## src/rtl/uart_pkg.sv

```systemverilog
// UART shared definitions: FSM state encodings, parity modes and the
// clk_div clamp used by both uart_tx and uart_rx.
package uart_pkg;

    typedef enum logic [2:0] {
        S_IDLE   = 3'd0,
        S_START  = 3'd1,
        S_DATA   = 3'd2,
        S_PARITY = 3'd3,
        S_STOP   = 3'd4
    } state_t;

    localparam int PAR_NONE = 0;
    localparam int PAR_EVEN = 1;
    localparam int PAR_ODD  = 2;

    // Smallest usable bit period in clk cycles.
    localparam logic [3:0] CLK_DIV_MIN = 4'd2;

    // Effective bit period: 0 and 1 behave like the minimum.
    function automatic logic [3:0] eff_div(input logic [3:0] d);
        return (d < CLK_DIV_MIN) ? CLK_DIV_MIN : d;
    endfunction

endpackage

```

## src/rtl/uart_tx_if.sv

```systemverilog
// Parallel byte handshake into the UART transmitter.
// tx_valid/tx_data from the source, tx_ready back from uart_tx.
interface uart_tx_if #(
    parameter int DATA_BITS = 8
);
    logic                 tx_valid;
    logic [DATA_BITS-1:0] tx_data;
    logic                 tx_ready;

    modport master (
        output tx_valid,
        output tx_data,
        input  tx_ready
    );

    modport slave (
        input  tx_valid,
        input  tx_data,
        output tx_ready
    );
endinterface

```

## src/rtl/uart_bit_timer.sv

```systemverilog
// Bit period counter: counts 0..P-1 while enabled, pulses o_bit_end at P-1.
// Ports: clk, i_clr (zero count, load i_period), i_en, i_period, o_bit_end.
module uart_bit_timer (
    input  logic       clk,
    input  logic       i_clr,
    input  logic       i_en,
    input  logic [3:0] i_period,
    output logic       o_bit_end
);
    logic [3:0] r_cnt;
    logic [3:0] r_per;

    // Terminal count is P-1, so a 4-bit counter never wraps.
    assign o_bit_end = i_en && (r_cnt == r_per - 4'd1);

    always_ff @(posedge clk) begin
        if (i_clr) begin
            r_cnt <= 4'd0;
            r_per <= i_period;
        end else if (i_en) begin
            r_cnt <= o_bit_end ? 4'd0 : r_cnt + 4'd1;
        end
    end
endmodule

```

## src/rtl/uart_tx.sv

```systemverilog
// UART transmitter: start, DATA_BITS data (LSB first), optional parity,
// STOP_BITS stop bits. Ports: clk, rst, clk_div, s_tx (valid/data/ready),
// Tx_Serial, tx_busy, tx_done.
module uart_tx
    import uart_pkg::*;
#(
    parameter int DATA_BITS = 8,
    parameter int PARITY    = PAR_NONE,
    parameter int STOP_BITS = 1
) (
    input  logic       clk,
    input  logic       rst,
    input  logic [3:0] clk_div,
    uart_tx_if.slave   s_tx,
    output logic       Tx_Serial,
    output logic       tx_busy,
    output logic       tx_done
);
    localparam logic [2:0] IDX_DATA_LAST = 3'(DATA_BITS - 1);
    localparam logic [2:0] IDX_STOP_LAST = 3'(STOP_BITS - 1);

    state_t               r_state;
    state_t               w_state_nxt;
    logic [2:0]           r_idx;
    logic [2:0]           w_idx_nxt;
    logic [DATA_BITS-1:0] r_shreg;
    logic [DATA_BITS-1:0] w_shreg_nxt;
    logic                 r_par;
    logic                 r_tx;
    logic                 r_ready;
    logic                 r_busy;
    logic                 r_done;
    logic                 w_accept;
    logic                 w_done_nxt;
    logic                 w_line;
    logic                 w_bit_end;

    assign Tx_Serial     = r_tx;
    assign tx_busy       = r_busy;
    assign tx_done       = r_done;
    assign s_tx.tx_ready = r_ready;

    // Period is latched at acceptance; later clk_div changes are ignored.
    uart_bit_timer u_timer (
        .clk       (clk),
        .i_clr     (rst || w_accept),
        .i_en      (r_state != S_IDLE),
        .i_period  (eff_div(clk_div)),
        .o_bit_end (w_bit_end)
    );

    always_ff @(posedge clk) begin
        if (rst) begin
            r_state <= S_IDLE;
            r_idx   <= 3'd0;
            r_shreg <= '0;
            r_par   <= 1'b0;
            r_tx    <= 1'b1;
            r_ready <= 1'b1;
            r_busy  <= 1'b0;
            r_done  <= 1'b0;
        end else begin
            r_state <= w_state_nxt;
            r_idx   <= w_idx_nxt;
            r_tx    <= w_line;
            r_ready <= (w_state_nxt == S_IDLE);
            r_busy  <= (w_state_nxt != S_IDLE);
            r_done  <= w_done_nxt;
            if (w_accept) begin
                r_shreg <= s_tx.tx_data;
                r_par   <= (PARITY == PAR_ODD) ? ~^s_tx.tx_data
                                               : ^s_tx.tx_data;
            end else begin
                r_shreg <= w_shreg_nxt;
            end
        end
    end

    // w_line is the level for the current state; it reaches the pin one
    // edge later, so the start bit appears the edge after acceptance.
    always_comb begin
        w_state_nxt = r_state;
        w_idx_nxt   = r_idx;
        w_shreg_nxt = r_shreg;
        w_accept    = 1'b0;
        w_done_nxt  = 1'b0;
        w_line      = 1'b1;
        case (r_state)
            S_IDLE: begin
                if (r_ready && s_tx.tx_valid) begin
                    w_accept    = 1'b1;
                    w_state_nxt = S_START;
                end
            end
            S_START: begin
                w_line = 1'b0;
                if (w_bit_end) begin
                    w_state_nxt = S_DATA;
                    w_idx_nxt   = 3'd0;
                end
            end
            S_DATA: begin
                w_line = r_shreg[0];
                if (w_bit_end) begin
                    w_shreg_nxt = r_shreg >> 1;
                    if (r_idx == IDX_DATA_LAST) begin
                        w_idx_nxt   = 3'd0;
                        w_state_nxt = (PARITY != PAR_NONE) ? S_PARITY
                                                           : S_STOP;
                    end else begin
                        w_idx_nxt = r_idx + 3'd1;
                    end
                end
            end
            S_PARITY: begin
                w_line = r_par;
                if (w_bit_end) begin
                    w_state_nxt = S_STOP;
                end
            end
            S_STOP: begin
                if (w_bit_end) begin
                    if (r_idx == IDX_STOP_LAST) begin
                        w_idx_nxt   = 3'd0;
                        w_state_nxt = S_IDLE;
                        w_done_nxt  = 1'b1;
                    end else begin
                        w_idx_nxt = r_idx + 3'd1;
                    end
                end
            end
            default: begin
                w_state_nxt = S_IDLE;
                w_idx_nxt   = 3'd0;
            end
        endcase
    end
endmodule
```

## src/flat_wrapper.sv

```systemverilog
// flat-port wrapper written by rule: the top's interface ports become plain ports
module uart_tx_flat import uart_pkg::*;
#(
    parameter int DATA_BITS = 8,
    parameter int PARITY    = PAR_NONE,
    parameter int STOP_BITS = 1
)
  (clk, rst, clk_div, Tx_Serial, tx_busy, tx_done, s_tx_tx_valid, s_tx_tx_data, s_tx_tx_ready);
  uart_tx_if #(.DATA_BITS(DATA_BITS)) s_tx_i ();
  input  logic clk;
  input  logic rst;
  input  logic [3:0] clk_div;
  output logic Tx_Serial;
  output logic tx_busy;
  output logic tx_done;
  input wire logic [$bits(s_tx_i.tx_valid)-1:0] s_tx_tx_valid;
  input wire logic [$bits(s_tx_i.tx_data)-1:0] s_tx_tx_data;
  output wire logic [$bits(s_tx_i.tx_ready)-1:0] s_tx_tx_ready;
  assign s_tx_i.tx_valid = s_tx_tx_valid;
  assign s_tx_i.tx_data = s_tx_tx_data;
  assign s_tx_tx_ready = s_tx_i.tx_ready;
  uart_tx #(.DATA_BITS(DATA_BITS), .PARITY(PARITY), .STOP_BITS(STOP_BITS)) u_core (.clk(clk), .rst(rst), .clk_div(clk_div), .s_tx(s_tx_i), .Tx_Serial(Tx_Serial), .tx_busy(tx_busy), .tx_done(tx_done));
endmodule
```

## config.mk

```make
export PLATFORM = sky130hd
export DESIGN_NAME = uart_tx_flat
export DESIGN_NICKNAME = d
export VERILOG_FILES = /design/src/rtl/uart_pkg.sv /design/src/rtl/uart_tx_if.sv /design/src/rtl/uart_bit_timer.sv /design/src/rtl/uart_tx.sv /design/src/flat_wrapper.sv
export SDC_FILE = /design/constraint.sdc
export NUM_CORES = 1
export LEC_CHECK = 0
export BUFFER_PORTS_ARGS = -buffer_cell sky130_fd_sc_hd__buf_4
export CAP_MARGIN = 20
export CELL_PAD_IN_SITES_DETAIL_PLACEMENT = 0
export CELL_PAD_IN_SITES_GLOBAL_PLACEMENT = 1
export CORE_AREA = 2 2 68 70
export DETAILED_ROUTE_END_ITERATION = 10
export DIE_AREA = 0 0 70 72
export PLACE_DENSITY = 0.61
export SLEW_MARGIN = 20
export SYNTH_ARGS = -nofsm -noshare
export SYNTH_HDL_FRONTEND = slang
export SYNTH_SLANG_ARGS = --single-unit
```

## constraint.sdc

```tcl
create_clock -name clk -period 2.7 [get_ports clk]
set_clock_uncertainty 0.15 [all_clocks]
set_input_delay 0 -clock clk [delete_from_list [all_inputs] [get_ports clk]]
set_output_delay 0 -clock clk [all_outputs]
set_load 0.03 [all_outputs]
```

* Yosys cells after proc, flatten, opt, wreduce, memory -nomap -nowiden
Cells that the tools add are included.
W data, S select, Z words.
** Operators by class
- $add $sub $neg :: 3
- Magnitude comparators :: 1
- Equality and inequality tests :: 9
- Mux-type cells :: 22
- Bitwise logic cells :: 3
- Reductions and logical operators :: 15
** Operator list (count)
- $mux W3 :: 12
- $mux W8 :: 3
- $pmux W3 S5 :: 1
- $pmux W3 S4 :: 1
- $logic_not A3 Y1 :: 3
- $reduce_xor A8 Y1 :: 1
- $eq A3 B2 Y1 const B :: 2
- $eq A3 B3 Y1 const B :: 2
- $ne A2 B2 Y1 const B :: 3
- $reduce_bool A3 Y1 :: 2
- $add A4 B1 Y4 const B :: 1
- $eq A4 B4 Y1 :: 1
- $lt A4 B2 Y1 const B :: 1
- $mux W4 :: 1
- $reduce_and A4 Y1 :: 1
- $reduce_bool A2 Y1 :: 2
- $sub A4 B1 Y4 const B :: 1
- $add A3 B1 Y3 const B :: 1
- $eq A3 B1 Y1 const B :: 1
- $mux W1 :: 3
- $not A1 Y1 :: 3
- $pmux W1 S3 :: 1
- $reduce_or A3 Y1 :: 1
- $logic_and A1 B1 Y1 :: 2
- 3 further kinds :: 3
** Storage, ports and cells
- Register bits after elaboration :: 27
- Bits of input ports :: 15
- Output and inout port bits :: 4
- Logic and storage cells :: 63

* Logic depth before layout (Yosys ltp)
Gate-level depths: netlist of run 1.
- Depth in word-level cells :: 6
- Mapped depth :: 8
- Gate-level depth less buffers :: 7

* Cells and area by module
Synthesis of run 1 repeated with hierarchy kept, for this count alone.
** Unflattened totals
- Cell total of the unflattened synthesis :: 138
- Area total of the unflattened synthesis :: 1383.8 sq um
** By module, submodules not included
- uart_tx :: times used 1, cells an instance 108, area an instance 997.2 sq um, seq. area each 380.4 sq um
- uart_bit_timer :: times used 1, cells an instance 30, area an instance 386.6 sq um, seq. area each 200.2 sq um

* Least setup slack after synthesis of run 1
Ideal clock, no wire load.
- Path kind :: register -> register
- Start :: register u_core.u_timer.r_per[0]
- End :: register u_core.r_shreg[0]
- Arrival :: 1.984 ns
- Path slack :: 0.480 ns
- Stages on the path, launching flop included :: 9
- Buffers on the path :: 1
- Clock period less this slack :: 2.220 ns
- Cells stage by stage :: edfxtp_1 inv_1 ha_1 xor2_1 nand3_2 or4_1 buf_6 mux2i_1 a211oi_1
** Between the ends
- Word-level cells in the longest chain between the ends :: 5
** Ends and longest elaborated chain
- start, declared :: line uart_bit_timer.sv:11 : logic [3:0] r_per;
- start signal, assigned :: line uart_bit_timer.sv:19 : r_per <= i_period;
- $sub A4 B1 Y4 :: line uart_bit_timer.sv:14 : assign o_bit_end = i_en && (r_cnt == r_per - 4'd1);
- $eq A4 B4 Y1 :: line uart_bit_timer.sv:14
- $logic_and A1 B1 Y1 :: line uart_bit_timer.sv:14
- $reduce_bool A2 Y1 (no line)
- $reduce_and A2 Y1 (no line)
- end signal, assigned :: line uart_tx.sv:70 : r_shreg <= s_tx.tx_data;
- end signal, assigned :: line uart_tx.sv:74 : r_shreg <= w_shreg_nxt;
- end, declared :: line uart_tx.sv:26 : logic [DATA_BITS-1:0] r_shreg;
No other way between the ends.
A chain may end at the register's enable or synchronous reset.

* Worst setup path in the final report of run 1
Same ends and word-level chain as after synthesis.

==> results of run 1 <==
==> kinds of logic after synthesis <==
logic type	synth area share, %
AO/OA/AOI/OAI	16.5
XOR/XNOR	9.33
adder cells (fa/ha/maj)	4.28
buffers and inverters	4.62
flip-flops	39.7
multiplexers	6.16
AND/OR/NAND/NOR	19.4
==> layout by cell type, fill, tap and decap left out, drive strengths merged, types with 2 or more instances in the layout <==
master and instances:
ha 5, nand3 9, xnor2 9, or3 2
o31a 2, a211oi 9, dfxtp 23, a32o 2
mux2i 9, or2 2, nand2 10, dlygate4sd3 13
and2 2, nor3b 2, o21ai 6, edfxtp 4
o31ai 2, clkbuf 3, buf 20, nor3 3
nor2 14, xor2 3, a21oi 6, nand2b 5
inv 7
==> routing by layer <==
layer / wire [um] / part of all wire [%] / GRT usage, % / up-vias
met5: 0 / 0 / 0 / -
met4: 34 / 1.1 / 4.49 / 0
li1: - / - / - / 614
met3: 61 / 2.0 / 2.50 / 4
met2: 1430 / 47 / 21.7 / 10
met1: 1510 / 50 / 16.6 / 559
==> critical path: stages (launching register included) <==
cell	delay, ps
edfxtp_1	440
inv_1	70
ha_1	310
xor2_1	190
nand3_2	120
or4_1	710
mux2i_1	200
a211oi_1	240
==> through the flow <==
step                      utilization, %  cells  total power, mW  instance area (sq um)
final                               42.5    238             1.08                   1810
after global routing                42.5    238             1.15                   1810
after CTS                           42.5    238             1.09                   1810
after detailed placement            38.4    221            0.840                   1640
after global placement              38.4    221            0.837                   1640
after floorplan                        -    158            0.744                   1460
==> worst paths after layout <==
check | from | to | slack, ps | depth (start not counted)
worst max-delay path | u_core.u_timer.r_per[0] | u_core.r_shreg[0] | 200 | 7
worst min register to register | u_core.r_shreg[7] | u_core.r_shreg[7] | 340 | 2
worst min-delay path | s_tx_tx_valid | u_core.r_par | 80 | 5
worst max register to register | u_core.u_timer.r_per[0] | u_core.r_shreg[0] | 200 | 7
==> report_power, final <==
group	leakage [nW]	total [mW]	internal, mW	switching (mW)
Combinational	0.505	0.335	0.147	0.189
Sequential	0.228	0.509	0.466	0.0434
Clock	0.0255	0.235	0.104	0.131
Total	0.758	1.08	0.716	0.363
==> state kept, by name, indices dropped and copies added (netlist names) <==
register,count
u_core.Tx_Serial,1
u_core.r_idx,3
u_core.r_par,1
u_core.r_shreg,8
u_core.r_state,3
u_core.s_tx.tx_ready,1
u_core.tx_busy,1
u_core.tx_done,1
u_core.u_timer.r_cnt,4
u_core.u_timer.r_per,4
==> final cells by class <==
cell class / count / area [sq um]
multi-input combinational: 115 / 813
sequential: 27 / 581
clock inverter: 1 / 5.00
fill: 429 / 2450
tap: 52 / 65.1
inverter: 7 / 26.3
timing repair buffer: 33 / 280
clock buffer: 3 / 41.3
==> results.json, run 1 <==
{
  "status": "completed",
  "timing.final.crit_share_pct": 92.7,
  "async_flop_share_pct": 0,
  "cts_setup_buffers": 0,
  "synth-seq-cells": 27,
  "placementRows": 24,
  "postCtsResizedCells": 0,
  "hp-class": "in -> reg",
  "htreeDepth": 1,
  "avgSynthCellArea_sq_um": 9.25,
  "yosys_most_used_dff": "dfxtp_1",
  "rsz0062_at_grt": "no",
  "synth_fp_nets": 178,
  "drt_pass1_iterations": 4,
  "crit_path_start_kind": "flop",
  "yosysMostFrequentCell": "dfxtp_1",
  "clock_latency_ps": 270,
  "end_kind": "flop",
  "path_max_fanout": 8,
  "finalSetupTns_ps": 0,
  "pre_cts_ws_ps": 192,
  "yosys.area.top_type": "dfxtp_1",
  "n_antenna_cell": 0,
  "io_buffers": 18,
  "path_class": "reg -> reg",
  "yosysWarnings": 0,
  "synth_common_cells": "dfxtp_1, nor2_1, nand2_1, a211oi_1, mux2i_1",
  "grt_overflow": 0,
  "hold_viol": 0,
  "cts_tree": "built",
  "ctsLongestPathBuffers": 2,
  "path_clk_slew_ps": 100,
  "fmax_ghz": 0.399,
  "whs_ps": 79.5,
  "dp_hpwl_mm": 2.24,
  "die_h_um": 72,
  "synth_edf_count": 4,
  "num_vias": 1187,
  "synth.area.top_cells": "dfxtp_1, edfxtp_1, mux2i_1",
  "drive_gt1_share_pct": 16.7,
  "nets": 207,
  "yosysTopAreaCellShare_pct": 31.5,
  "timing.final.ws_setup_ps": 196,
  "cts_hold_buf": 13,
  "grt_max_degree": 19,
  "yosysSeqAreaShare_pct": 39.7,
  "cts_buffers": 3,
  "worstPathArrival_ps": 2550,
  "leakagePower_nw": 0.758,
  "grt_pass1_wl_mm": 5.21,
  "coreArea_sq_um": 4260,
  "ios": 19,
  "antenna_found_initial": 0,
  "worstPathRequired_ps": 2740,
  "ir_worst_vdd_mv": 0.195,
  "avgRoutedWirePerCell_um": 12.7,
  "postRouteWirelength_mm": 3.03,
  "dieArea_sq_um": 5040,
  "worst_pin_slew_ps": 511,
  "viasPerCell": 4.99,
  "fin_crit_ps": 2500,
  "relSlewSlack_pct": 65.9,
  "fp.dieW_um": 70,
  "ant_nets": 0,
  "root_buffer": "clkbuf_8",
  "setup_viol": 0,
  "finalMaxSlewViolations": 0,
  "globalplace.congestion": 0.783,
  "grt_pass1_vias": 1165,
  "initial_core_util_pct": 34.3,
  "post-route-drc-count": 0,
  "track_usage_pct": 12.9,
  "ys_types": 45,
  "drtIter0Drc": 44,
  "clock-sinks": 27,
  "syn_area_sq_um": 1460,
  "pwr_density_cell_nw_per_um2": 596,
  "maxCapViolations": 0,
  "area_delta_synth_final_pct": 24.0,
  "synthCells": 158
}
Power figures use the tool's default switching activity.
==> run 2: changes to the inputs <==
--- a/config.mk
+++ b/config.mk
@@ -5,14 +5,16 @@
 export SDC_FILE = /design/constraint.sdc
 export NUM_CORES = 1
 export LEC_CHECK = 0
+export ABC_AREA = 1
 export BUFFER_PORTS_ARGS = -buffer_cell sky130_fd_sc_hd__buf_4
 export CAP_MARGIN = 20
 export CELL_PAD_IN_SITES_DETAIL_PLACEMENT = 0
 export CELL_PAD_IN_SITES_GLOBAL_PLACEMENT = 1
-export CORE_AREA = 2 2 68 70
+export CORE_AREA = 2 2 71 73
 export DETAILED_ROUTE_END_ITERATION = 10
-export DIE_AREA = 0 0 70 72
-export PLACE_DENSITY = 0.61
+export DIE_AREA = 0 0 73 75
+export HOLD_SLACK_MARGIN = 0.1
+export PLACE_DENSITY_LB_ADDON = 0.1
 export SLEW_MARGIN = 20
 export SYNTH_ARGS = -nofsm -noshare
 export SYNTH_HDL_FRONTEND = slang
==> run 2 against run 1 <==
- combinational power increased by 18%
- register-to-register slack improved by 90 ps
- routed wire length increased by 17%
- core utilization decreased by 0.23 points
- critical path type unchanged
==> results.json, run 2 <==
{
  "finalMaxSlewViolations": 0,
  "end_kind": "flop",
  "die_h_um": 75,
  "n_antenna_cell": 0,
  "fp.dieW_um": 73,
  "reg2reg_slack_ps": 290,
  "io_buffers": 18,
  "ant_nets": 0,
  "cts_tree": "built",
  "path_class": "reg -> reg",
  "placed_area_sq_um": 1780,
  "synth-seq-cells": 27,
  "ys_types": 30,
  "timing.final.crit_share_pct": 89.4,
  "avgRoutedWirePerCell_um": 11.1,
  "async_flop_share_pct": 0,
  "ctsLongestPathBuffers": 2,
  "layout_commonest_cell": "nand2_1",
  "cts_setup_buffers": 0,
  "ir_worst_vdd_mv": 0.194,
  "ios": 19,
  "worstSetupStartpoint": "u_core.u_timer.r_per[0]",
  "hp-start": "s_tx_tx_data[7]",
  "dp_hpwl_mm": 2.70,
  "path_max_fanout": 8,
  "root_buffer": "clkbuf_8",
  "leakagePower_nw": 1.07,
  "coreArea_sq_um": 4660,
  "yosys_most_used_dff": "dfxtp_1",
  "top_regs": "u_core.r_shreg (8), u_core.u_timer.r_cnt (4), u_core.u_timer.r_per (4)",
  "post-route-drc-count": 0,
  "yosysTopAreaCellShare_pct": 28.7,
  "area_delta_synth_final_pct": 22.9,
  "synth_common_cells": "nand2_1, inv_1, dfxtp_1, nor2_1, nand3_1",
  "clock-sinks": 27,
  "maxCapViolations": 0,
  "htreeDepth": 1,
  "drt_pass1_iterations": 4,
  "rsz0062_at_grt": "no",
  "worstPathRequired_ps": 2720,
  "hp-class": "in -> reg",
  "grt_pass1_vias": 1365,
  "worst_pin_slew_ps": 512,
  "drtIter0Drc": 40,
  "postRouteWirelength_mm": 3.55,
  "synth_fp_nets": 254,
  "fin_util_pct": 42.3,
  "hold_viol": 0,
  "worstPathArrival_ps": 2440,
  "dieArea_sq_um": 5480,
  "grt_max_degree": 16,
  "r2r-end": "u_core.r_shreg[7]",
  "synthCells": 234,
  "yosysWarnings": 0,
  "nets": 288,
  "yosysSeqAreaShare_pct": 36.2,
  "viasPerCell": 4.54,
  "hold_depth": 6,
  "grt_overflow": 0,
  "avgSynthCellArea_sq_um": 6.85,
  "whs_ps": 131,
  "placementRows": 25,
  "globalplace.congestion": 0.761,
  "yosys.area.top_type": "dfxtp_1",
  "initial_core_util_pct": 34.4,
  "path_clk_slew_ps": 100,
  "crit_path_start_kind": "flop",
  "stdcell_area_sq_um": 1970,
  "antenna_found_initial": 0,
  "synth_edf_count": 4,
  "track_usage_pct": 14.5,
  "num_vias": 1456,
  "status": "completed",
  "reg2regPathDepth": 11,
  "yosysMostFrequentCell": "nand2_1",
  "cts_buffers": 3,
  "setup_viol": 0,
  "min_to": "u_core.r_par",
  "largest_reg_flops": 8,
  "clock_latency_ps": 280,
  "r2r-start": "u_core.u_timer.r_per[0]",
  "regMostFlops": "u_core.r_shreg",
  "drive_gt1_share_pct": 15.7,
  "synth.area.top_cells": "dfxtp_1, nand2_1, inv_1",
  "pwr_density_cell_nw_per_um2": 577,
  "grt_pass1_wl_mm": 6.14,
  "finalSetupTns_ps": 0,
  "fin_crit_ps": 2410,
  "relSlewSlack_pct": 65.5,
  "fmax_ghz": 0.414,
  "mostFrequentLayoutCells": "nand2_1, inv_1, dfxtp_1",
  "syn_area_sq_um": 1600
}
run 2: cell count changes in the layout (fill, tap and decap cells not counted), sizes merged, moves of 3 or more:
cell	delta
nand2	+75
nand3	+6
nor2	+7
mux2i	-9
nand4	+5
xnor2	-3
inv	+35
a211oi	-8
nand2b	-5
run 2: power breakdown:
| part | total [mW] | leakage (nW) | switching (mW) | internal, mW |
|---|---|---|---|---|
| Clock | 0.241 | 0.0255 | 0.137 | 0.104 |
| Sequential | 0.500 | 0.228 | 0.0340 | 0.466 |
| Combinational | 0.396 | 0.812 | 0.246 | 0.150 |
| Total | 1.14 | 1.07 | 0.417 | 0.720 |
run 2: kinds of logic (layout without fill, tap and decap cells):
family | after synthesis | in the layout | share of synthesized area (%)
AND/OR/NAND/NOR | 128 | 128 | 36.5
flip-flops | 27 | 27 | 36.2
AO/OA/AOI/OAI | 19 | 19 | 6.95
XOR/XNOR | 8 | 8 | 4.37
buffers and inverters | 47 | 80 | 12.1
adder cells (fa/ha/maj) | 5 | 5 | 3.90
run 2: stage by stage:
step | cells | power (mW) | worst slack [ps]
2_1_floorplan | 234 | 0.797 | 928
3_3_place_gp | 303 | 0.903 | 780
3_5_place_dp | 303 | 0.897 | 735
4_1_cts | 321 | 1.16 | 266
5_1_grt | 321 | 1.22 | 77.3
6_report | 321 | 1.14 | 285
run 2: layout make-up:
cell class | instances | area, sq um
repair buffers | 33 | 283
fillers | 483 | 2690
multi-input cells | 160 | 828
clock inverters | 1 | 5.00
well taps | 54 | 67.6
inverters | 43 | 164
flip-flops and latches | 27 | 581
clock buffers | 3 | 41.3
run 2: worst max path at each step:
stage                                    to  slack (ps)  depth (start not counted)
after floorplan           u_core.r_shreg[2]         930                         12
after global placement    u_core.r_shreg[3]         780                         12
final                     u_core.r_shreg[7]         290                         11
after detailed placement  u_core.r_shreg[2]         740                         12
after global routing      u_core.r_shreg[7]          80                         14
after CTS                 u_core.r_shreg[7]         270                         11
run 2: critical path, cell delays in order (launching register included):
cell,delay (ps)
edfxtp_1,440
inv_2,100
ha_1,240
nand2_1,100
nand4_2,130
nor2_4,150
nand2_4,90
nor2_8,160
inv_4,80
nand2_1,60
a21oi_1,50
dlygate4sd3_1,550
run 2: routing by layer:
| layer | wire length [um] | global-route usage, % | share of wire [%] |
|---|---|---|---|
| met4 | 57 | 4.94 | 1.6 |
| met2 | 1750 | 25.2 | 49 |
| met5 | 0 | 0 | 0 |
| met1 | 1690 | 18.7 | 47 |
| met3 | 61 | 1.61 | 1.7 |
run 2: what timing repair did:
action	in CTS	in global routing
hold buffers	14	0
resized for setup	0	0
endpoints found under the hold margin	16	0
==> run 3: changes to the inputs <==
==> constraint.sdc (replaced) <==
create_clock -name clk -period 2.4 [get_ports clk]
set_clock_uncertainty 0.15 [all_clocks]
set_input_delay 0 -clock clk [delete_from_list [all_inputs] [get_ports clk]]
set_output_delay 0 -clock clk [all_outputs]
set_load 0.03 [all_outputs]
==> run 3 against run 2 <==
- routed wire length decreased by 0.53%
- register-to-register slack better by 160 ps
- die area did not move
- core utilization is essentially flat
- sequential share of layout area hardly changed
- total power is 12% higher
- worst hold slack improved by 180 ps
- non-clock buffer count unchanged
- critical endpoint is now u_core.r_shreg[1]
- largest cell class unchanged
==> results.json, run 3 (synthesis gave the netlist of run 2 again) <==
{
  "status": "completed",
  "n_antenna_cell": 0,
  "grt_max_degree": 15,
  "area_delta_synth_final_pct": 22.8,
  "cts_tree": "built",
  "ant_nets": 0,
  "maxCapViolations": 0,
  "cts_buffers": 3,
  "crit_path_start_kind": "flop",
  "initial_core_util_pct": 34.4,
  "die_h_um": 75,
  "ctsLongestPathBuffers": 2,
  "power.total_mw": 1.27,
  "end_kind": "flop",
  "root_buffer": "clkbuf_8",
  "dieArea_sq_um": 5480,
  "viasPerCell": 4.51,
  "drive_gt1_share_pct": 15.4,
  "avgRoutedWirePerCell_um": 11.0,
  "seq_area_sq_um": 581,
  "pwr_density_cell_nw_per_um2": 646,
  "globalplace.congestion": 0.760,
  "path_max_fanout": 8,
  "track_usage_pct": 14.3,
  "layout_commonest_cell": "nand2_1",
  "dp_hpwl_mm": 2.67,
  "reg2reg_slack_ps": 450,
  "drt_pass1_iterations": 4,
  "hp-class": "in -> reg",
  "fin_crit_ps": 1950,
  "fin_util_pct": 42.2,
  "postCtsResizedCells": 0,
  "worstPathRequired_ps": 2430,
  "coreArea_sq_um": 4660,
  "clock_latency_ps": 270,
  "fmax_ghz": 0.513,
  "placementRows": 25,
  "leakagePower_nw": 1.06,
  "nets": 288,
  "grt_pass1_wl_mm": 6.06,
  "fp.dieW_um": 73,
  "num_vias": 1449,
  "fillers": 489,
  "finalMaxSlewViolations": 0,
  "htreeDepth": 1,
  "postRouteWirelength_mm": 3.53,
  "grt_overflow": 0,
  "timing.final.crit_share_pct": 81.2,
  "clock-sinks": 27,
  "top_regs": "u_core.r_shreg (8), u_core.u_timer.r_cnt (4), u_core.u_timer.r_per (4)",
  "hold_viol": 0,
  "largest_reg_flops": 8,
  "regMostFlops": "u_core.r_shreg",
  "grt_pass1_vias": 1363,
  "finalSetupTns_ps": 0,
  "whs_ps": 316,
  "antenna_found_initial": 0,
  "rsz0062_at_grt": "no",
  "mostFrequentLayoutCells": "nand2_1, inv_1, dfxtp_1",
  "drtIter0Drc": 51,
  "worst_pin_slew_ps": 529,
  "setup_viol": 0,
  "reg2regPathDepth": 12,
  "r2r-start": "u_core.u_timer.r_per[0]",
  "hold_depth": 2,
  "path_clk_slew_ps": 90,
  "min_to": "u_core.u_timer.r_per[3]",
  "io_buffers": 18,
  "path_class": "reg -> reg",
  "ios": 19,
  "relSlewSlack_pct": 64.4,
  "worstPathArrival_ps": 1980,
  "post-route-drc-count": 0,
  "hp-start": "clk_div[3]",
  "ir_worst_vdd_mv": 0.229,
  "multi_input_area_sq_um": 828,
  "r2r-end": "u_core.r_shreg[1]"
}
## run 3: per-layer routing
metal / vias up / GRT usage [%] / share of wire, %
li1: 784 / - / -
met1: 648 / 18.2 / 47
met2: 12 / 24.9 / 50
met3: 5 / 2.01 / 1.8
met4: 0 / 4.94 / 1.5
met5: - / 0 / 0
## run 3: final cells by class
| class | instances | area share [%] |
|---|---|---|
| Multi-Input combinational cell | 160 | 42.1 |
| Sequential cell | 27 | 29.5 |
| Timing Repair Buffer | 33 | 14.4 |
| Inverter | 43 | 8.33 |
| Tap cell | 54 | 3.43 |
| Clock buffer | 4 | 2.29 |
## run 3: power breakdown
part | switching [mW] | internal, mW | total (mW)
logic | 0.277 | 0.167 | 0.444
clock network | 0.146 | 0.119 | 0.265
registers | 0.0389 | 0.524 | 0.563
## run 3: worst max path at each step
stage                                  from                 to  slack, ps  cells after the start
floorplan           u_core.u_timer.r_per[0]  u_core.r_shreg[2]        630                     12
global placement    u_core.u_timer.r_per[0]  u_core.r_shreg[3]        480                     12
detailed placement  u_core.u_timer.r_per[0]  u_core.r_shreg[1]        430                     12
CTS                 u_core.u_timer.r_per[0]  u_core.r_shreg[1]        410                     12
global route        u_core.u_timer.r_per[0]  u_core.r_shreg[3]        240                     15
finish              u_core.u_timer.r_per[0]  u_core.r_shreg[1]        450                     12
## run 3: through the flow
step / cells / cell area (sq um) / setup WS [ps]
finish: 321 / 1970 / 450
global route: 321 / 1970 / 243
CTS: 321 / 1970 / 409
detailed placement: 303 / 1780 / 426
global placement: 303 / 1780 / 480
floorplan: 234 / 1600 / 628
## run 3: repair_timing
action,CTS,global route
buffers inserted,0,0
endpoints found under the hold margin,16,0
hold buffers,14,0
## run 3: critical path, cell delays in order (launching register included)
cell,delay [ps]
edfxtp_1,440
inv_2,100
ha_1,240
nand2_1,100
nand4_2,130
nor2_4,150
nand2_4,90
nor2_8,160
inv_4,80
nand2_1,60
nand3_1,60
nand2_1,60
inv_1,40
